<file path="src/rtl/debounce_filter_pkg.sv">
// debounce_pkg: shared types and constants for the debounce filter slice.
//   deb_state_t  - per-bit qualification FSM state
//   GLITCH_CNT_W - width of the optional glitch counter
package debounce_pkg;

  typedef enum logic [1:0] {
    STABLE_LO,
    PEND_HI,
    STABLE_HI,
    PEND_LO
  } deb_state_t;

  localparam int unsigned GLITCH_CNT_W = 8;

endpackage

</file>
<file path="src/rtl/debounce_filter_if.sv">
// debounce_filter_if: signal bundle between the debounce filter and its user.
//   din        - raw asynchronous inputs (WIDTH bits)
//   dout       - debounced levels (WIDTH bits)
//   busy       - per bit, candidate transition under qualification
//   glitch_clr - synchronous clear of glitch_cnt (DEBOUNCE_GLITCH_CNT_EN only)
//   glitch_cnt - saturating glitch cycle count (DEBOUNCE_GLITCH_CNT_EN only)
// modport master: the user side; modport slave: the filter side.
interface debounce_filter_if
  import debounce_pkg::*;
#(
  parameter int unsigned WIDTH = 1
);

  logic [WIDTH-1:0] din;
  logic [WIDTH-1:0] dout;
  logic [WIDTH-1:0] busy;
`ifdef DEBOUNCE_GLITCH_CNT_EN
  logic                    glitch_clr;
  logic [GLITCH_CNT_W-1:0] glitch_cnt;
`endif

  modport master (
    output din,
    input  dout,
    input  busy
`ifdef DEBOUNCE_GLITCH_CNT_EN
    ,
    output glitch_clr,
    input  glitch_cnt
`endif
  );

  modport slave (
    input  din,
    output dout,
    output busy
`ifdef DEBOUNCE_GLITCH_CNT_EN
    ,
    input  glitch_clr,
    output glitch_cnt
`endif
  );

endinterface

</file>
<file path="src/rtl/debounce_filter_bit.sv">
// debounce_bit: synchronizer chain, qualification FSM and stability counter
// for one input bit.
//   clk, n_rst - clock, asynchronous active-low reset
//   din        - raw asynchronous input
//   dout       - debounced level
//   busy       - high while a candidate transition is being qualified
//   glitch     - (DEBOUNCE_GLITCH_CNT_EN only) high in the cycle a pending
//                transition is abandoned back to the same stable level
module debounce_bit
  import debounce_pkg::*;
#(
  parameter int unsigned SYNC_STAGES   = 2,
  parameter int unsigned STABLE_CYCLES = 8
) (
  input  logic clk,
  input  logic n_rst,
  input  logic din,
  output logic dout,
  output logic busy
`ifdef DEBOUNCE_GLITCH_CNT_EN
  ,
  output logic glitch
`endif
);

  localparam int unsigned      CNT_W    = $clog2(STABLE_CYCLES);
  localparam logic [CNT_W-1:0] CNT_LAST = CNT_W'(STABLE_CYCLES - 1);

  logic [SYNC_STAGES-1:0] sync_q;
  logic                   s;
  deb_state_t             state_q, state_d;
  logic [CNT_W-1:0]       cnt_q, cnt_d;

  always_ff @(posedge clk or negedge n_rst) begin
    if (!n_rst) begin
      sync_q <= '0;
    end else begin
      sync_q <= {sync_q[SYNC_STAGES-2:0], din};
    end
  end

  assign s = sync_q[SYNC_STAGES-1];

  always_ff @(posedge clk or negedge n_rst) begin
    if (!n_rst) begin
      state_q <= STABLE_LO;
      cnt_q   <= '0;
    end else begin
      state_q <= state_d;
      cnt_q   <= cnt_d;
    end
  end

  always_comb begin
    state_d = state_q;
    cnt_d   = cnt_q;
    unique case (state_q)
      STABLE_LO: begin
        if (s) begin
          state_d = PEND_HI;
          cnt_d   = CNT_W'(1);
        end
      end
      PEND_HI: begin
        if (!s) begin
          state_d = STABLE_LO;
          cnt_d   = '0;
        end else if (cnt_q == CNT_LAST) begin
          state_d = STABLE_HI;
          cnt_d   = '0;
        end else begin
          cnt_d = cnt_q + 1'b1;
        end
      end
      STABLE_HI: begin
        if (!s) begin
          state_d = PEND_LO;
          cnt_d   = CNT_W'(1);
        end
      end
      PEND_LO: begin
        if (s) begin
          state_d = STABLE_HI;
          cnt_d   = '0;
        end else if (cnt_q == CNT_LAST) begin
          state_d = STABLE_LO;
          cnt_d   = '0;
        end else begin
          cnt_d = cnt_q + 1'b1;
        end
      end
      default: begin
        state_d = STABLE_LO;
        cnt_d   = '0;
      end
    endcase
  end

  // dout is decoded from state rather than kept in its own flop: the level
  // only flips on PEND->STABLE entry, which is exactly the state encoding.
  assign dout = (state_q == STABLE_HI) || (state_q == PEND_LO);
  assign busy = (state_q == PEND_HI) || (state_q == PEND_LO);

`ifdef DEBOUNCE_GLITCH_CNT_EN
  assign glitch = ((state_q == PEND_HI) && !s) || ((state_q == PEND_LO) && s);
`endif

endmodule

</file>
<file path="src/rtl/debounce_filter.sv">
// debounce_filter: per-bit input synchronizer and debounce filter.
//   clk   - sole clock, rising edge
//   n_rst - asynchronous active-low reset
//   bus   - debounce_filter_if.slave (din in, dout/busy out)
// Optional feature macro DEBOUNCE_GLITCH_CNT_EN adds glitch_clr/glitch_cnt on
// the interface: an 8-bit saturating count of cycles in which any bit
// abandoned a pending transition; clear has priority over increment.
module debounce_filter
  import debounce_pkg::*;
#(
  parameter int unsigned WIDTH         = 1,
  parameter int unsigned SYNC_STAGES   = 2,
  parameter int unsigned STABLE_CYCLES = 8
) (
  input logic              clk,
  input logic              n_rst,
  debounce_filter_if.slave bus
);

  logic [WIDTH-1:0] dout_w;
  logic [WIDTH-1:0] busy_w;
`ifdef DEBOUNCE_GLITCH_CNT_EN
  logic [WIDTH-1:0] glitch_w;
`endif

  for (genvar i = 0; i < WIDTH; i++) begin : g_bit
    debounce_bit #(
      .SYNC_STAGES  (SYNC_STAGES),
      .STABLE_CYCLES(STABLE_CYCLES)
    ) u_bit (
      .clk   (clk),
      .n_rst (n_rst),
      .din   (bus.din[i]),
      .dout  (dout_w[i]),
      .busy  (busy_w[i])
`ifdef DEBOUNCE_GLITCH_CNT_EN
      ,
      .glitch(glitch_w[i])
`endif
    );
  end

  assign bus.dout = dout_w;
  assign bus.busy = busy_w;

`ifdef DEBOUNCE_GLITCH_CNT_EN
  logic [GLITCH_CNT_W-1:0] glitch_cnt_q;

  always_ff @(posedge clk or negedge n_rst) begin
    if (!n_rst) begin
      glitch_cnt_q <= '0;
    end else if (bus.glitch_clr) begin
      glitch_cnt_q <= '0;
    end else if ((|glitch_w) && (glitch_cnt_q != '1)) begin
      glitch_cnt_q <= glitch_cnt_q + 1'b1;
    end
  end

  assign bus.glitch_cnt = glitch_cnt_q;
`endif

endmodule

</file>
<file path="src/flat_wrapper.sv">
// flat-port wrapper written by rule: the top's interface ports become plain ports
module debounce_filter_flat import debounce_pkg::*;
#(
  parameter int unsigned WIDTH         = 1,
  parameter int unsigned SYNC_STAGES   = 2,
  parameter int unsigned STABLE_CYCLES = 8
)
  (clk, n_rst, bus_din, bus_dout, bus_busy);
  debounce_filter_if #(.WIDTH(WIDTH)) bus_i ();
  input logic clk;
  input logic n_rst;
  input wire logic [$bits(bus_i.din)-1:0] bus_din;
  output wire logic [$bits(bus_i.dout)-1:0] bus_dout;
  output wire logic [$bits(bus_i.busy)-1:0] bus_busy;
  assign bus_i.din = bus_din;
  assign bus_dout = bus_i.dout;
  assign bus_busy = bus_i.busy;
  debounce_filter #(.WIDTH(WIDTH), .SYNC_STAGES(SYNC_STAGES), .STABLE_CYCLES(STABLE_CYCLES)) u_core (.clk(clk), .n_rst(n_rst), .bus(bus_i));
endmodule
</file>
<file path="config.mk">
export PLATFORM = sky130hd
export DESIGN_NAME = debounce_filter_flat
export DESIGN_NICKNAME = d
export VERILOG_FILES = /design/src/rtl/debounce_filter_pkg.sv /design/src/rtl/debounce_filter_if.sv /design/src/rtl/debounce_filter_bit.sv /design/src/rtl/debounce_filter.sv /design/src/flat_wrapper.sv
export SDC_FILE = /design/constraint.sdc
export NUM_CORES = 1
export LEC_CHECK = 0
export CAP_MARGIN = 20
export CORE_AREA = 5 5 42 44
export DETAILED_ROUTE_END_ITERATION = 8
export DIE_AREA = 0 0 47 49
export DONT_BUFFER_PORTS = 1
export PLACE_DENSITY = 0.36
export SETUP_SLACK_MARGIN = 0.4
export SKIP_LAST_GASP = 1
export SYNTH_ARGS = -nofsm -noshare
export SYNTH_HDL_FRONTEND = slang
export SYNTH_HIERARCHICAL = 1
export SYNTH_SLANG_ARGS = --single-unit
export TNS_END_PERCENT = 5
</file>
<file path="constraint.sdc">
create_clock -name clk -period 3.3 [get_ports clk]
set_clock_uncertainty 0.05 [all_clocks]
set_input_delay 0.825 -clock clk [delete_from_list [all_inputs] [get_ports clk]]
set_output_delay 0.825 -clock clk [all_outputs]
set_load 0.02 [all_outputs]
</file>
**After elaboration in Yosys (flattened, before gate mapping)**

Cells that the tools add are included.
Widths: inputs -> output; s select.

- Add/sub/neg operators: 1
- $mul: 0
- Divide/modulo/power cells: 0
- Magnitude comparators: 0
- Equal/unequal tests: 8
- Shift operators: 0
- Muxes and demuxes: 13
- Bitwise logic cells: 0
- Reduce and logical (&&, ||, !) cells: 5

Operators with widths:

| operator | count |
|---|---|
| $mux 3 | 5 |
| $mux 2 | 6 |
| $pmux 3 s4 | 1 |
| $pmux 2 s4 | 1 |
| $ne 3x3->1 const B | 2 |
| $eq 2x2->1 const B | 2 |
| $ne 2x2->1 const B | 2 |
| $reduce_and 4->1 | 1 |
| $add 3x1->3 const B | 1 |
| $eq 3x3->1 const B | 1 |
| $eq 2x1->1 const B | 1 |
| $logic_not 2->1 | 1 |
| $logic_or 1x1->1 | 2 |
| $reduce_and 2->1 | 1 |

- Bits in registers: 7
- Latch bits: 0
- Memory bits (writable): 0
- Bits in read-only memories: 0
- Bits of input ports: 3
- Output and inout port bits: 2
- Word-level logic and storage cells: 30
- Memories kept: 0

**Depth between registers and ports, before layout**

- Depth in word-level cells: 4
- Mapped depth: 4
- Mapped depth without buffers: 4

**Least setup slack after synthesis**

Ideal clock, no wire load.

- Path type: register -> output
- Start: reg u_core.g_bit[0].u_bit.state_q[0]
- End: out bus_busy
- Arrival: 0.650 ns
- Required time: 2.425 ns
- Slack: 1.775 ns
- Stages on the path, launching flop included: 2
- Path through: dfrtp_1 -> clkbuf_1

- Cells in the longest elaborated chain, start to end: 2

RTL lines:

| what | RTL line | text |
|---|---|---|
| start: declaration | debounce_filter_bit.sv:31 | `deb_state_t state_q, state_d;` |
| start signal: assignment | debounce_filter_bit.sv:49 | `state_q <= state_d;` |
| $eq 2x1->1 or $eq 2x2->1 (tied branches) | debounce_filter_bit.sv:102 | `assign busy = (state_q == PEND_HI) \|\| (state_q == PEND_LO);` |
| $logic_or 1x1->1 (*) | debounce_filter_bit.sv:102 |  |
| end: declaration | flat_wrapper.sv:14 | `output wire logic [$bits(bus_i.busy)-1:0] bus_busy;` |

Mark *: on every way between the ends. The rest lies on a longest branch, timed or not.

**Worst setup path in the final report**

Ends and elaborated chain as after synthesis.

==> metrics.md <==
| Metric | Value |
|---|---|
| Status | completed |
| Vias | 167 |
| Final Cycle Share | 51.2% |
| # diodes | 0 |
| Reg2Reg Setup Slack | 1940 ps |
| Hold Violations, Final | 0 |
| Num rows | 14 |
| Syn-to-layout area delta | 12.6% |
| Worst endpoint required time | 2420 ps |
| Mapped Nets | 27 |
| Boundary Pins | 5 |
| Initial antenna violation count | 0 |
| GR Util All Layers | 5.24% |
| Pwr dens | 713 nW/µm² |
| Data arrival, critical path | 820 ps |
| Final slew viol count | 0 |
| Syn. warnings | 6 |
| Most common cell after layout, fill and taps aside | dfrtp_1 |
| Remaining DRCs | 0 |
| Final worst slack | 1610 ps |
| Most frequent cells in the layout | dfrtp_1 (7), clkbuf_4 (3), mux2i_1 (3) |
| CTS tree | built |
| ANT nets after route | 0 |
| Post-DR vias/cell | 4.18 |
| Fill cells | 160 |
| Synth Area per Inst | 14.0 µm² |
| DP HPWL | 349 µm |
| Finished Core Util | 24.8% |
| Total Die Area | 2300 µm² |
| DIE WIDTH | 47 µm |
| VDD IR max | 0.000177 V |
| DP Area | 322 µm² |
| Gr ovfl total | 0 |
| WL/cell | 11.5 µm |
| Synthesized cell area | 309 µm² |
| Clock latency on the worst-skew pair | 240 ps |
| Endpoints failing setup | 0 |
| Drt pass-1 iters | 4 |
| Total negative setup slack | 0 ps |
| Post-CTS Resized | 0 |
| Clock-pin slew on the worst setup and hold paths | 50 ps |
| GP Congestion | 0.650 |
| Core footprint | 1400 µm² |
| Max cap viols | 0 |
| Fin crit period | 1690 ps |
| Number of global-route vias before repair | 215 |
| Dpl cells | 36 |
| Sequential fraction of the synthesis area | 56.7% |
| DRT iter0 DRCs | 2 |
| R2r worst-path depth | 4 |
| CTS Buf Count | 3 |
| Max Buffers Root-to-Sink | 2 |
| First-pass GRT wire length | 828 µm |
| # hold bufs at CTS | 0 |
| Unrepaired setup endpoints after global routing | no |
| Initial Util | 22.1% |
| Post-synth cell types | 11 |
| Share of cells above drive strength 1 | 33.3% |
| CTS Sinks | 7 |
| Cell area after layout | 348 µm² |
| Port bufs | 0 |
| Layout Nets | 30 |
| F_max | 592 MHz |
| Seq cells post-synth | 7 |
| Type of the worst setup path | flip-flop to output port |
| Slew margin rel. | 74.1% |
| Htree depth | 1 |
| Measured slew at the worst slew-check pin | 389 ps |
| Post CTS Setup Buffer Count | 0 |
| Routed WL | 461 µm |
| Worst r2r src | u_core/g_bit[0].u_bit/cnt_q[0]$_DFFE_PN0P_ |
| Hold slack | 224 ps |
| Leak pwr | 0.165 nW |
| Hold Crit Class | input port to async pin |
| Setup crit end kind | output port |
| Post-Synthesis Cells | 22 |
| Die Height | 49 µm |
| Final std cells w/o fill | 40 |
| Critical Path Start Type | flip-flop |
| Total Power | 0.248 mW |
| Root Driver | clkbuf_4 |
| Pin count of the biggest net entering global routing | 9 |
| Setup WS pre-CTS | 1870 ps |
| Critical path peak fanout | 8 |
[how the worst max path moves through the flow]
stage	endpoint	startpoint	cells past startpoint	slack, ps
floorplan	bus_busy	u_core/g_bit[0].u_bit/state_q[0]$_DFFE_PN0P_	1	1770
global placement	bus_busy	u_core/g_bit[0].u_bit/state_q[0]$_DFFE_PN0P_	0	1880
detailed placement	bus_busy	u_core/g_bit[0].u_bit/state_q[0]$_DFFE_PN0P_	0	1870
CTS	bus_busy	u_core/g_bit[0].u_bit/state_q[0]$_DFFE_PN0P_	0	1600
global route	bus_busy	u_core/g_bit[0].u_bit/state_q[0]$_DFFE_PN0P_	0	1560
finish	bus_busy	u_core/g_bit[0].u_bit/state_q[0]$_DFFE_PN0P_	0	1610
[synthesized netlist by cell type, drive strengths merged]
master / instances / share of area [%]
mux2: 1 / 4.9
clkbuf: 2 / 2.4
a21oi: 1 / 1.6
dfrtp: 7 / 57
xnor2: 1 / 5.3
nand3b: 1 / 2.4
nand2b: 2 / 5.7
nand2: 2 / 3.2
mux2i: 3 / 9.7
ha: 2 / 8.1
[kinds of logic (layout without fill, tap and decap cells)]
kind of cell / Yosys count / count (layout) / share of synthesized area [%]
AOI/OAI and AO/OA: 1 / 1 / 1.62
xor gates and xnor gates: 1 / 1 / 5.26
adders and majority gates: 2 / 2 / 8.10
buffers and inverters: 2 / 4 / 2.43
DFF: 7 / 7 / 56.7
muxes: 4 / 4 / 14.6
and+or+nand+nor: 5 / 5 / 11.3
[routing by layer]
metal	part of all wire, %	vias to the layer above	track usage [%]
li1	-	76	-
met1	34	87	4.46
met2	54	4	7.92
met3	11	0	4.80
met4	0	0	2.76
met5	0	-	0
[power breakdown]
part / total (mW) / switching (mW) / internal, mW
logic: 0.0443 / 0.0173 / 0.0269
registers: 0.129 / 0.0243 / 0.105
clock network: 0.0749 / 0.0289 / 0.0460
total: 0.248 / 0.0706 / 0.177
[final cells by class]
class | count | area (µm²) | share of cell area (%)
multi-input cells | 13 | 126 | 36.3
flip-flops and latches | 7 | 175 | 50.4
clock buffers | 4 | 26.3 | 7.55
well taps | 16 | 20.0 | 5.76
Power figures use the tool's default switching activity.
